## src/rtl/irq_pkg.sv

```systemverilog
// Shared types and constants for the interrupt trap-entry sequencer.
package irq_pkg;

    typedef enum logic [2:0] {
        IDLE,
        WAIT,
        ENTER,
        HANDLER,
        RET
    } trap_state_e;

    localparam logic [1:0] MTVEC_DIRECT   = 2'b00;
    localparam logic [1:0] MTVEC_VECTORED = 2'b01;

    localparam int unsigned CAUSE_BASE_DEFAULT = 16;
    localparam int unsigned NUM_IRQ_DEFAULT    = 4;

    // Index width for a source vector; a single source still needs one bit.
    function automatic int unsigned idx_width(input int unsigned n);
        return (n > 1) ? $clog2(n) : 1;
    endfunction

endpackage

```

## src/rtl/irq_trap_sequencer_if.sv

```systemverilog
// Bundle of core/CSR-facing signals around the trap sequencer.
interface irq_trap_sequencer_if #(
    parameter int unsigned NUM_IRQ = irq_pkg::NUM_IRQ_DEFAULT
);
    logic [NUM_IRQ-1:0] irq_i;
    logic [NUM_IRQ-1:0] irq_en;
    logic               glob_ie;
    logic [31:0]        mtvec;
    logic [31:0]        mepc_i;
    logic [31:0]        pc_i;
    logic               is_mret;
    logic               pipe_ready;

    logic [NUM_IRQ-1:0] irq_ack;
    logic               trap_pending;
    logic               redirect_valid;
    logic [31:0]        redirect_pc;
    logic               mepc_wr;
    logic [31:0]        mepc_wdata;
    logic               mcause_wr;
    logic [31:0]        mcause_wdata;
    logic               in_handler;

    // Sequencer side
    modport master (
        input  irq_i, irq_en, glob_ie, mtvec, mepc_i, pc_i, is_mret, pipe_ready,
        output irq_ack, trap_pending, redirect_valid, redirect_pc,
               mepc_wr, mepc_wdata, mcause_wr, mcause_wdata, in_handler
    );

    // Core / CSR side
    modport slave (
        output irq_i, irq_en, glob_ie, mtvec, mepc_i, pc_i, is_mret, pipe_ready,
        input  irq_ack, trap_pending, redirect_valid, redirect_pc,
               mepc_wr, mepc_wdata, mcause_wr, mcause_wdata, in_handler
    );
endinterface

```

## src/rtl/irq_priority_pick.sv

```systemverilog
// Picks one eligible interrupt index. Round-robin from `start` when
// IRQ_ROUND_ROBIN_EN is defined, otherwise fixed lowest-index priority.
module irq_priority_pick
    import irq_pkg::*;
#(
    parameter int unsigned NUM_IRQ = NUM_IRQ_DEFAULT,
    parameter int unsigned IW      = idx_width(NUM_IRQ)
) (
    input  logic [NUM_IRQ-1:0] eligible,
    input  logic [IW-1:0]      start,
    output logic               valid,
    output logic [IW-1:0]      idx
);

`ifdef IRQ_ROUND_ROBIN_EN
    logic [IW-1:0] pos;

    // First eligible index walking upward from start, wrapping at NUM_IRQ
    always_comb begin
        valid = 1'b0;
        idx   = '0;
        pos   = '0;
        for (int unsigned k = 0; k < NUM_IRQ; k++) begin
            pos = IW'((32'(start) + k) % NUM_IRQ);
            if (!valid && eligible[pos]) begin
                valid = 1'b1;
                idx   = pos;
            end
        end
    end
`else
    logic unused_start;
    assign unused_start = ^start;

    always_comb begin
        valid = 1'b0;
        idx   = '0;
        for (int unsigned k = 0; k < NUM_IRQ; k++) begin
            if (!valid && eligible[IW'(k)]) begin
                valid = 1'b1;
                idx   = IW'(k);
            end
        end
    end
`endif

endmodule

```

## src/rtl/irq_trap_sequencer.sv

```systemverilog
// Interrupt arbiter and trap entry/return sequencer.
// Build option: IRQ_ROUND_ROBIN_EN selects round-robin arbitration.
module irq_trap_sequencer
    import irq_pkg::*;
#(
    parameter int unsigned NUM_IRQ    = NUM_IRQ_DEFAULT,
    parameter int unsigned CAUSE_BASE = CAUSE_BASE_DEFAULT
) (
    input  logic                 clk,
    input  logic                 rst,
    irq_trap_sequencer_if.master bus
);

    localparam int unsigned IW = idx_width(NUM_IRQ);

    trap_state_e        state;
    trap_state_e        state_nxt;
    logic [NUM_IRQ-1:0] irq_q;
    logic [NUM_IRQ-1:0] pending;
    logic [NUM_IRQ-1:0] rising;
    logic [NUM_IRQ-1:0] eligible;
    logic [IW-1:0]      sel;
    logic               sel_load;
    logic [IW-1:0]      start;
    logic               pick_valid;
    logic [IW-1:0]      pick_idx;
    logic [31:0]        vector;
    logic [31:0]        vec_base;

    logic [NUM_IRQ-1:0] ack_c;
    logic               trap_pending_c;
    logic               redirect_valid_c;
    logic [31:0]        redirect_pc_c;
    logic               mepc_wr_c;
    logic [31:0]        mepc_wdata_c;
    logic               mcause_wr_c;
    logic [31:0]        mcause_wdata_c;
    logic               in_handler_c;

    assign rising   = bus.irq_i & ~irq_q;
    assign eligible = pending & bus.irq_en & {NUM_IRQ{bus.glob_ie}};

`ifdef IRQ_ROUND_ROBIN_EN
    logic [IW-1:0] last_granted;

    always_ff @(posedge clk or posedge rst) begin
        if (rst) begin
            last_granted <= IW'(NUM_IRQ - 1);
        end else if (state == ENTER) begin
            last_granted <= sel;
        end
    end

    assign start = (last_granted == IW'(NUM_IRQ - 1)) ? '0 : last_granted + IW'(1);
`else
    assign start = '0;
`endif

    irq_priority_pick #(
        .NUM_IRQ (NUM_IRQ),
        .IW      (IW)
    ) u_pick (
        .eligible (eligible),
        .start    (start),
        .valid    (pick_valid),
        .idx      (pick_idx)
    );

    // Edge detect and pending latch; a fresh edge outranks the ack clear
    always_ff @(posedge clk or posedge rst) begin
        if (rst) begin
            irq_q   <= '0;
            pending <= '0;
        end else begin
            irq_q   <= bus.irq_i;
            pending <= (pending & ~ack_c) | rising;
        end
    end

    always_ff @(posedge clk or posedge rst) begin
        if (rst) begin
            state <= IDLE;
            sel   <= '0;
        end else begin
            state <= state_nxt;
            if (sel_load) begin
                sel <= pick_idx;
            end
        end
    end

    // Trap vector from mtvec; reserved modes fall back to direct
    always_comb begin
        vec_base = {bus.mtvec[31:2], 2'b00};
        case (bus.mtvec[1:0])
            MTVEC_DIRECT:   vector = vec_base;
            MTVEC_VECTORED: vector = vec_base + ((32'(CAUSE_BASE) + 32'(sel)) << 2);
            default:        vector = vec_base;
        endcase
    end

    always_comb begin
        state_nxt        = state;
        sel_load         = 1'b0;
        ack_c            = '0;
        trap_pending_c   = 1'b0;
        redirect_valid_c = 1'b0;
        redirect_pc_c    = '0;
        mepc_wr_c        = 1'b0;
        mepc_wdata_c     = '0;
        mcause_wr_c      = 1'b0;
        mcause_wdata_c   = '0;
        in_handler_c     = 1'b0;

        case (state)
            IDLE: begin
                if (pick_valid) begin
                    state_nxt = WAIT;
                    sel_load  = 1'b1;
                end
            end
            WAIT: begin
                trap_pending_c = 1'b1;
                // Losing eligibility aborts without an ack, source stays pending
                if (!eligible[sel]) begin
                    state_nxt = IDLE;
                end else if (bus.pipe_ready) begin
                    state_nxt = ENTER;
                end
            end
            ENTER: begin
                ack_c            = NUM_IRQ'(1) << sel;
                mepc_wr_c        = 1'b1;
                mepc_wdata_c     = bus.pc_i;
                mcause_wr_c      = 1'b1;
                mcause_wdata_c   = {1'b1, 31'(CAUSE_BASE) + 31'(sel)};
                redirect_valid_c = 1'b1;
                redirect_pc_c    = vector;
                in_handler_c     = 1'b1;
                state_nxt        = HANDLER;
            end
            HANDLER: begin
                in_handler_c = 1'b1;
                if (bus.is_mret) begin
                    state_nxt = RET;
                end
            end
            RET: begin
                redirect_valid_c = 1'b1;
                redirect_pc_c    = bus.mepc_i;
                state_nxt        = IDLE;
            end
            default: state_nxt = IDLE;
        endcase
    end

    assign bus.irq_ack        = ack_c;
    assign bus.trap_pending   = trap_pending_c;
    assign bus.redirect_valid = redirect_valid_c;
    assign bus.redirect_pc    = redirect_pc_c;
    assign bus.mepc_wr        = mepc_wr_c;
    assign bus.mepc_wdata     = mepc_wdata_c;
    assign bus.mcause_wr      = mcause_wr_c;
    assign bus.mcause_wdata   = mcause_wdata_c;
    assign bus.in_handler     = in_handler_c;

endmodule

```

## src/flat_wrapper.sv

```systemverilog
// flat-port wrapper written by rule: the top's interface ports become plain ports
module irq_trap_sequencer_flat import irq_pkg::*;
#(
    parameter int unsigned NUM_IRQ    = NUM_IRQ_DEFAULT,
    parameter int unsigned CAUSE_BASE = CAUSE_BASE_DEFAULT
)
  (clk, rst, bus_irq_i, bus_irq_en, bus_glob_ie, bus_mtvec, bus_mepc_i, bus_pc_i, bus_is_mret, bus_pipe_ready, bus_irq_ack, bus_trap_pending, bus_redirect_valid, bus_redirect_pc, bus_mepc_wr, bus_mepc_wdata, bus_mcause_wr, bus_mcause_wdata, bus_in_handler);
  irq_trap_sequencer_if #(.NUM_IRQ(NUM_IRQ)) bus_i ();
  input  logic clk;
  input  logic rst;
  input wire logic [$bits(bus_i.irq_i)-1:0] bus_irq_i;
  input wire logic [$bits(bus_i.irq_en)-1:0] bus_irq_en;
  input wire logic [$bits(bus_i.glob_ie)-1:0] bus_glob_ie;
  input wire logic [$bits(bus_i.mtvec)-1:0] bus_mtvec;
  input wire logic [$bits(bus_i.mepc_i)-1:0] bus_mepc_i;
  input wire logic [$bits(bus_i.pc_i)-1:0] bus_pc_i;
  input wire logic [$bits(bus_i.is_mret)-1:0] bus_is_mret;
  input wire logic [$bits(bus_i.pipe_ready)-1:0] bus_pipe_ready;
  output wire logic [$bits(bus_i.irq_ack)-1:0] bus_irq_ack;
  output wire logic [$bits(bus_i.trap_pending)-1:0] bus_trap_pending;
  output wire logic [$bits(bus_i.redirect_valid)-1:0] bus_redirect_valid;
  output wire logic [$bits(bus_i.redirect_pc)-1:0] bus_redirect_pc;
  output wire logic [$bits(bus_i.mepc_wr)-1:0] bus_mepc_wr;
  output wire logic [$bits(bus_i.mepc_wdata)-1:0] bus_mepc_wdata;
  output wire logic [$bits(bus_i.mcause_wr)-1:0] bus_mcause_wr;
  output wire logic [$bits(bus_i.mcause_wdata)-1:0] bus_mcause_wdata;
  output wire logic [$bits(bus_i.in_handler)-1:0] bus_in_handler;
  assign bus_i.irq_i = bus_irq_i;
  assign bus_i.irq_en = bus_irq_en;
  assign bus_i.glob_ie = bus_glob_ie;
  assign bus_i.mtvec = bus_mtvec;
  assign bus_i.mepc_i = bus_mepc_i;
  assign bus_i.pc_i = bus_pc_i;
  assign bus_i.is_mret = bus_is_mret;
  assign bus_i.pipe_ready = bus_pipe_ready;
  assign bus_irq_ack = bus_i.irq_ack;
  assign bus_trap_pending = bus_i.trap_pending;
  assign bus_redirect_valid = bus_i.redirect_valid;
  assign bus_redirect_pc = bus_i.redirect_pc;
  assign bus_mepc_wr = bus_i.mepc_wr;
  assign bus_mepc_wdata = bus_i.mepc_wdata;
  assign bus_mcause_wr = bus_i.mcause_wr;
  assign bus_mcause_wdata = bus_i.mcause_wdata;
  assign bus_in_handler = bus_i.in_handler;
  irq_trap_sequencer #(.NUM_IRQ(NUM_IRQ), .CAUSE_BASE(CAUSE_BASE)) u_core (.clk(clk), .rst(rst), .bus(bus_i));
endmodule
```

## config.mk

```make
export PLATFORM = sky130hd
export DESIGN_NAME = irq_trap_sequencer_flat
export DESIGN_NICKNAME = d
export VERILOG_FILES = /design/src/rtl/irq_pkg.sv /design/src/rtl/irq_trap_sequencer_if.sv /design/src/rtl/irq_priority_pick.sv /design/src/rtl/irq_trap_sequencer.sv /design/src/flat_wrapper.sv
export SDC_FILE = /design/constraint.sdc
export NUM_CORES = 1
export LEC_CHECK = 0
export ABC_AREA = 1
export BUFFER_PORTS_ARGS = -buffer_cell sky130_fd_sc_hd__buf_2
export CORE_AREA = 2 2 83 85
export DETAILED_ROUTE_END_ITERATION = 7
export DIE_AREA = 0 0 85 87
export PLACE_DENSITY = 0.81
export SYNTH_ARGS = -nofsm -noshare
export SYNTH_HDL_FRONTEND = slang
export SYNTH_SLANG_ARGS = --single-unit
```

## constraint.sdc

```tcl
create_clock -name clk -period 2.6 [get_ports clk]
set_input_delay 0.13 -clock clk [delete_from_list [all_inputs] [get_ports clk]]
set_output_delay 0.13 -clock clk [all_outputs]
set_load 0.01 [all_outputs]
```

==> results.yml, run 1 <==
status:
  status: "completed"
grt:
  grt_overflow: 0
  grt_pass1_wl_um: 12400
  grt_pass1_vias: 2865
  grt_antenna_before_repair: 0
  gr-usage-all-layers_pct: 20.0
  grt_max_degree: 47
drt:
  drtIter0Drc: 111
  wl_per_cell_um: 11.3
  first_pass_iters: 5
  postRouteAntennaNets: 0
  vias: 3300
  wirelength_um: 8140
  drc: 0
  viasPerCell: 4.59
die:
  die_w_um: 85
  ios: 214
  start_util_pct: 37.7
  core_mm2: 0.00657
  die-area_mm2: 0.00740
  chipHeight_um: 87
  row_count: 30
critical_path:
  path_delay_family: "adder cells"
  worst_path_most_repeated_cell: "nand2_4"
  path_class: "reg -> out"
  crit_buf_inv: 1
  arrival_ns: 2.20
  cpPeakStageDelay_ns: 0.45
  startpoint_type: "flop"
  critPathMaxFanout: 7
  worstPathCellList: "ha_1 -> fa_1 -> nand3_1 -> nand2_4 -> nand2_4 -> nor2_4 -> a21oi_1 -> o21ai_0 -> nand2_1 -> buf_2"
  crit_required_ns: 2.47
  worstSetupEndpointType: "output port"
  crit_slowest_cell: "dfrtp_1"
placement:
  post-place-ws_ns: 0.552
  portBuffers: 185
  gp_congestion: 0.871
  placed_cells: 712
  placed_cell_area_mm2: 0.00332
  dp_hpwl_um: 6770
synth:
  yosysSeqAreaShare_pct: 13.1
  ys_seq_elements: 13
  synth_warnings: 0
  synth_edf_count: 0
  netlist_area_mm2: 0.00248
  async_flop_share_pct: 100
  synthCells: 460
  ys_types: 34
  yosys_most_used_dff: "dfrtp_1"
  avgSynthCellArea_um2: 5.38
sta:
  finalClockSkew_ns: 0.000392
  report.final.setup_viol: 0
  maxSlewViolCount: 0
  finalCritPeriodShare_pct: 89.6
  rsz0062_at_grt: "no"
  hold_viol_final: 0
  fin_ws_ns: 0.269
  setup-tns-final_ns: 0
  fin_crit_ns: 2.33
  max_freq_mhz: 429
pwr:
  p_leak_nw: 2.22
  vdd_drop_max_mv: 0.410
  power_density_mw_per_mm2: 463
finish:
  final_cell_count_no_fill: 719
  utilization_pct: 51.8
  antennaDiodeCount: 0
  final_cell_mix: "buf_2 (185), nand2_1 (120), inv_1 (79)"
  layout-drive-gt1-share_pct: 34.0
  seq_area_um2: 325
  nets: 752
  stdcell_area_mm2: 0.00340
  nFillCells: 689
  area_delta_synth_final_pct: 37.3
  multi_input_comb_area_mm2: 0.00164
  mostFrequentLayoutCell: "buf_2"
clock_network:
  cts_max_path_buffers: 2
  cts_buffers: 3
  cts_max_level: 1
  cts.sinks: 13
  cts-root-buf: "clkbuf_8"
  cts_setup_buffers: 0
  cts_tree: "built"
  clock_latency_ns: 0.24
  clk_pin_slew_ns: 0.05
min_path:
  hp-class: "in -> reg"
flow_run:
  cap_violations: 0
-- kinds of logic after synthesis --
group                    after synthesis  share of synthesized area [%]
AND/OR/NAND/NOR                      270                           49.9
buffers and inverters                126                           24.6
AO/OA/AOI/OAI                         47                           10.4
flip-flops                            13                           13.1
adder cells (fa/ha/maj)                3                           1.82
other                                  1                          0.151
-- routing by layer --
| metal | track usage (%) | part of all wire, % |
|---|---|---|
| met2 | 36.6 | 49 |
| met1 | 24.8 | 42 |
| met3 | 2.46 | 8.3 |
| met5 | 0 | 0 |
| met4 | 5.19 | 1.1 |
-- worst paths after layout --
path	depth (start not counted)	slack (ns)	endpoint	startpoint
worst min register to register	1	0.43	u_core.pending[1]	u_core.irq_q[1]
worst max-delay path	10	0.27	bus_redirect_pc[14]	u_core.sel[0]
worst min-delay path	1	0.01	u_core.irq_q[2]	bus_irq_i[2]
worst max register to register	5	1.13	u_core.pending[2]	u_core.state[0]
min in group asynchronous	3	0.46	u_core.pending[3]	rst
max in group asynchronous	3	1.82	u_core.irq_q[0]	rst
-- registers in the layout (all words and copies together) (netlist names) --
register	cells
u_core.irq_q	4
u_core.state	3
u_core.pending	4
u_core.sel	2
-- synthesized netlist by cell type, types with 3 or more instances --
cell type / instances / share of area, %
buf_2: 8 / 1.6
o21ai_0: 14 / 2.8
nor2_1: 66 / 10
o21ai_1: 15 / 3.0
nor2_4: 3 / 1.4
nor2_2: 7 / 1.8
nand4_1: 7 / 1.8
o22ai_1: 4 / 1.0
dfrtp_1: 13 / 13
nand2_4: 3 / 1.4
inv_2: 5 / 0.76
buf_4: 31 / 9.4
nand2_2: 3 / 0.76
a21oi_1: 8 / 1.6
nor3_1: 6 / 1.2
nand2_1: 120 / 18
nand3_1: 44 / 8.9
inv_1: 79 / 12
nor3b_1: 3 / 0.91
-- what timing repair did --
| item | 4_1_cts | 5_1_grt |
|---|---|---|
| gates resized for setup | 0 | 0 |
| hold buffers | 3 | 0 |
| endpoints found under the hold margin | 15 | 0 |
-- stage by stage --
step	hold slack, ns	power [mW]
2_1_floorplan	0.00696	1.03
3_3_place_gp	0.164	1.38
3_5_place_dp	0.173	1.39
4_1_cts	0.00345	1.58
5_1_grt	0.00444	1.73
6_report	0.0115	1.57
-- where the power goes --
part	internal, mW	total (mW)	leakage, nW	switching (mW)
logic	0.406	1.09	2.05	0.682
registers	0.255	0.307	0.148	0.0524
clock network	0.108	0.180	0.0228	0.0717
total	0.769	1.57	2.22	0.806
-- cell type report --
| class | count | area share, % |
|---|---|---|
| clock buffer | 4 | 1.32 |
| inverter | 84 | 9.27 |
| multi-input combinational | 348 | 48.3 |
| sequential | 13 | 9.57 |
| tap | 80 | 2.94 |
| timing repair buffer | 190 | 28.6 |
Note: power is estimated with default switching activity, not from simulation.
==> run 2, diff against run 1 <==
Settings changed: ABC_AREA 1 to default, CTS_CLUSTER_SIZE from default to 14, PLACE_DENSITY 0.81 to 0.74.
==> run 2 against run 1 <==
Against the previous run: largest power group unchanged; worst setup slack lost 0.087 ns; via count down 24%; routed wire length shrank 18%; flip-flop and latch count stayed put; combinational power is 42% lower; area after synthesis decreased by 16%; utilization down 5.4 points; sequential power shrank 5%; clock-buffer cell count did not move; register-to-register slack lost 0.31 ns.
==> results.yml, run 2 <==
die:
  ios: 214
  core_mm2: 0.00657
  start_util_pct: 31.6
  chipHeight_um: 87
  row_count: 30
  die_w_um: 85
  die-area_mm2: 0.00740
synth:
  async_flop_share_pct: 100
  synth_area_leaders: "dfrtp_1 (16%), and2_1 (12%), buf_4 (12%)"
  yosysSeqAreaShare_pct: 15.7
  synthCells: 295
  muxShareOfSynthArea_pct: 2.60
  yosysTopAreaCellShare_pct: 15.7
  synth_xor_area_share_pct: 11.4
  synth_warnings: 0
  yosys_most_used_dff: "dfrtp_1"
  avgSynthCellArea_um2: 7.03
  yosys.area_share.simple_pct: 38.4
  synth-compound-area-share_pct: 13.1
  netlist_area_mm2: 0.00207
  synth_edf_count: 0
  synth.most_common_cell: "and2_1"
  synth_top_area_cell: "dfrtp_1"
  synthAdderAreaFrac_pct: 2.17
  synth.top_cells.by_count: "and2_1 (41), nand2_1 (39), buf_4 (32)"
  ys_seq_elements: 13
  synth_top_family_by_area: "simple AND/OR/NAND/NOR gates"
  ys_types: 47
clock_network:
  cts_max_path_buffers: 2
  cts_buffers: 3
  cts_tree: "built"
  clk_pin_slew_ns: 0.05
  cts.sinks: 13
  clock_latency_ns: 0.24
  cts-root-buf: "clkbuf_8"
  cts_setup_buffers: 0
  cts_max_level: 1
critical_path:
  rr_startpoint: "u_core.state[2]"
  worstSetupEndpointType: "output port"
  worstPathCellList: "ha_1 -> fa_1 -> a31oi_1 -> buf_4 -> or4_4 -> nor3_2 -> xnor2_1 -> o21ai_1 -> buf_2"
  path_delay_family: "adder cells"
  crit_slowest_cell: "fa_1"
  cpPeakStageDelay_ns: 0.42
  r2r_end: "u_core.pending[2]"
  startpoint_type: "flop"
  reg2reg_depth: 7
  path_class: "reg -> out"
  critPathMaxFanout: 3
  arrival_ns: 2.29
  crit_required_ns: 2.47
  r2r_slack_ns: 0.82
  crit_buf_inv: 2
min_path:
  min_delay_path_depth: 1
  hp-class: "in -> reg"
  hold_start: "bus_irq_i[2]"
  whs_endpoint: "u_core.irq_q[2]"
drt:
  drtIter0Drc: 78
  drc: 0
  postRouteAntennaNets: 0
  vias: 2517
  wl_per_cell_um: 12.0
  viasPerCell: 4.51
  first_pass_iters: 4
  wirelength_um: 6670
finish:
  top_regs: "u_core.irq_q (4), u_core.pending (4), u_core.state (3)"
  area_delta_synth_final_pct: 46.8
  nFillCells: 693
  multi_input_comb_area_mm2: 0.00152
  nets: 591
  final_cell_mix: "buf_2 (185), and2_1 (41), nand2_1 (39)"
  antennaDiodeCount: 0
  mostFrequentLayoutCell: "buf_2"
  layout-drive-gt1-share_pct: 43.7
  stdcell_area_mm2: 0.00304
  seq_area_um2: 325
pwr:
  p_leak_nw: 1.72
  vdd_drop_max_mv: 0.310
  power_density_mw_per_mm2: 363
placement:
  gp_congestion: 0.846
  dp_hpwl_um: 5650
  portBuffers: 185
  placed_cell_area_mm2: 0.00298
grt:
  grt_pass1_vias: 2195
  use_met3_pct: 3.22
  grt_util_met1_pct: 19.8
  grt_pass1_wl_um: 9780
  met2_usage_pct: 28.2
  grt_max_degree: 43
  grt_overflow: 0
  top_usage_layer: "met2"
  grt_antenna_before_repair: 0
  gr-usage-all-layers_pct: 16.0
sta:
  hold_viol_final: 0
  worst_slew_pin_slew_ns: 0.502
  rsz0062_at_grt: "no"
  finalClockSkew_ns: 0.000610
  setup-tns-final_ns: 0
  max_freq_mhz: 414
  relSlewSlack_pct: 66.3
  fin_crit_ns: 2.42
  report.final.setup_viol: 0
  finalCritPeriodShare_pct: 93.0
  maxSlewViolCount: 0
flow_run:
  cap_violations: 0
status:
  status: "completed"
## run 2: power by group
group	total (mW)	internal (mW)	leakage (nW)	switching [mW]
clock network	0.179	0.108	0.0228	0.0703
logic	0.634	0.292	1.55	0.342
registers	0.291	0.240	0.147	0.0516
total	1.10	0.640	1.72	0.464
## run 2: routing by layer
layer	routed length [µm]	vias to the layer above
li1	-	1306
met1	2800	1107
met2	3310	96
met3	485	8
met4	80	0
met5	0	-
## run 2: timing repair
item,in CTS,in global routing
endpoints found under the hold margin,13,1
resized for setup,0,1
hold buffers,1,1
endpoints found under the setup margin,0,1
## run 2: worst max-delay path by stage
| stage | start | slack (ns) | depth (start not counted) | to |
|---|---|---|---|---|
| 2_1_floorplan | u_core.sel[0] | 0.51 | 7 | bus_redirect_pc[24] |
| 3_3_place_gp | u_core.sel[1] | 0.42 | 7 | bus_redirect_pc[24] |
| 3_5_place_dp | u_core.sel[1] | 0.34 | 7 | bus_redirect_pc[24] |
| 4_1_cts | u_core.sel[1] | 0.07 | 7 | bus_redirect_pc[24] |
| 5_1_grt | u_core.sel[1] | 0.009 | 7 | bus_redirect_pc[13] |
| 6_report | u_core.sel[0] | 0.18 | 9 | bus_redirect_pc[16] |
## run 2: cell type report
cell class / instances / share of cell area (%)
multi-input combinational: 252 / 49.8
timing repair buffer: 195 / 33.0
sequential: 13 / 10.7
tap: 80 / 3.29
inverter: 14 / 1.73
clock buffer: 4 / 1.48
## run 2: logic make-up after synthesis
group | after synthesis
AO/OA/AOI/OAI | 48
buffers and inverters | 57
flip-flops | 13
other | 1
multiplexers | 4
adder cells (fa/ha/maj) | 3
AND/OR/NAND/NOR | 142
XOR/XNOR | 27
## run 2: metrics by stage
step | setup WS (ns) | power [mW] | std cells | hold slack (ns) | utilization [%]
CTS | 0.0690 | 1.11 | 557 | 0.00228 | 46.2
global placement | 0.416 | 0.914 | 552 | 0.181 | 45.3
floorplan | 0.510 | 0.692 | 322 | 0.00696 | -
detailed placement | 0.337 | 0.928 | 552 | 0.190 | 45.3
global route | 0.00903 | 1.21 | 558 | 0.00207 | 46.3
finish | 0.182 | 1.10 | 558 | 0.00530 | 46.3
==> run 3, diff against run 2 <==
Settings changed: CTS_BUF_LIST from default to sky130_fd_sc_hd__clkbuf_8 sky130_fd_sc_hd__clkbuf_16.
==> run 3 against run 2 <==
Against the previous run: first-iteration DRC count up 1.3%; critical endpoint unchanged; highest routed layer unchanged; flip-flop and latch count unchanged; total power down 0.40%; clock power down 3%; via count about the same; global-route usage unchanged; cell count unchanged; sequential power about the same; design area unchanged; critical path depth unchanged.
==> results.yml, run 3 (same netlist as run 2, synthesis figures left out) <==
pwr:
  intPower_uw: 636
  p_seq_share_pct: 26.5
  p_clk_share_pct: 15.9
  p_sw_share_pct: 42.2
  p_sw_uw: 464
  pwr-share-comb_pct: 57.7
  p_leak_nw: 1.72
  power_density_mw_per_mm2: 361
  vdd_drop_max_mv: 0.298
  total_power_mw: 1.10
drt:
  drtIter0Drc: 79
  wl_per_cell_um: 11.9
  postRouteAntennaNets: 0
  vias: 2516
  viasPerCell: 4.51
  drc: 0
  wirelength_um: 6670
  first_pass_iters: 4
grt:
  grt_max_degree: 43
  grt_antenna_before_repair: 0
  grt_overflow: 0
  grt_pass1_wl_um: 9780
  grt_pass1_vias: 2195
  gr-usage-all-layers_pct: 16.0
die:
  die-area_mm2: 0.00740
  start_util_pct: 31.6
  chipHeight_um: 87
  row_count: 30
  die_w_um: 85
  ios: 214
  core_mm2: 0.00657
critical_path:
  arrival_ns: 2.29
  startpoint_type: "flop"
  crit_required_ns: 2.47
  critPathMaxFanout: 3
  path_class: "reg -> out"
  worstSetupEndpointType: "output port"
finish:
  top_regs: "u_core.irq_q (4), u_core.pending (4), u_core.state (3)"
  seq_area_um2: 325
  nFillCells: 693
  area_delta_synth_final_pct: 46.8
  stdcell_area_mm2: 0.00304
  layout-drive-gt1-share_pct: 43.7
  final_cell_mix: "buf_2 (185), and2_1 (41), nand2_1 (39)"
  antennaDiodeCount: 0
  nets: 591
  multi_input_comb_area_mm2: 0.00152
  mostFrequentLayoutCell: "buf_2"
clock_network:
  clock_latency_ns: 0.24
  clk_pin_slew_ns: 0.05
  cts.sinks: 13
  cts_buffers: 3
  cts_setup_buffers: 0
  cts_max_level: 1
  cts_max_path_buffers: 2
  cts-root-buf: "clkbuf_8"
  cts_tree: "built"
sta:
  rsz0062_at_grt: "no"
  fin_crit_ns: 2.42
  whs_ns: 0.00587
  max_freq_mhz: 414
  report.final.setup_viol: 0
  maxSlewViolCount: 0
  hold_viol_final: 0
  finalClockSkew_ns: 0.000815
  relSlewSlack_pct: 66.3
  worst_slew_pin_slew_ns: 0.502
  setup-tns-final_ns: 0
  finalCritPeriodShare_pct: 93.0
  fin_ws_ns: 0.183
placement:
  dp_hpwl_um: 5650
  placed_cell_area_mm2: 0.00298
  portBuffers: 185
  gp_congestion: 0.846
  post-place-ws_ns: 0.337
status:
  status: "completed"
flow_run:
  cap_violations: 0
min_path:
  hp-class: "in -> reg"
## run 3: cell types whose count changed in the layout (fill, tap and decap cells not counted), sizes merged
cell and delta:
inv +1, clkbuf -1
## run 3: power by group through the flow
stage	clock [mW]	sequential (mW)	combinational [mW]
floorplan	0	0.287	0.405
global placement	0	0.289	0.625
detailed placement	0	0.294	0.634
CTS	0.178	0.291	0.638
global route	0.195	0.299	0.708
finish	0.174	0.291	0.634
## run 3: critical path, cell delays in order, from the launching register on
cell	delay (ns)
dfrtp_1	0.38
ha_1	0.22
fa_1	0.42
a31oi_1	0.31
buf_4	0.18
or4_4	0.13
nor3_2	0.04
xnor2_1	0.12
o21ai_1	0.11
buf_2	0.14
## run 3: repair_timing
item	CTS	global route
gates resized for setup	0	1
setup endpoints to repair	0	1
endpoints found under the hold margin	13	1
hold buffers	1	1
## run 3: cell type report
class / count / share of cell area [%]
clock inverter: 1 / 0.123
inverter: 14 / 1.73
timing repair buffer: 195 / 33.0
clock buffer: 3 / 1.36
tap: 80 / 3.29
sequential: 13 / 10.7
multi-input combinational: 252 / 49.8
## run 3: per-layer routing
layer,wire length (µm),vias to the layer above,GRT usage [%]
met5,0,-,0
li1,-,1305,-
met3,486,8,3.22
met1,2790,1107,19.8
met4,77,0,4.18
met2,3310,96,28.2
## run 3: worst paths after layout
kind / start / slack, ns / endpoint / cells after the start
max: u_core.sel[0] / 0.18 / bus_redirect_pc[16] / 9
min: bus_irq_i[2] / 0.006 / u_core.irq_q[2] / 1
max reg2reg: u_core.state[2] / 0.82 / u_core.pending[2] / 7
min reg2reg: u_core.irq_q[2] / 0.42 / u_core.pending[2] / 1
max in group asynchronous: rst / 1.80 / u_core.state[1] / 3
min in group asynchronous: rst / 0.46 / u_core.pending[1] / 3
## run 3: per-stage QoR
step                util (%)  std cells
detailed placement      45.3        552
finish                  46.3        558
global route            46.3        558
global placement        45.3        552
CTS                     46.2        557
floorplan                  -        322
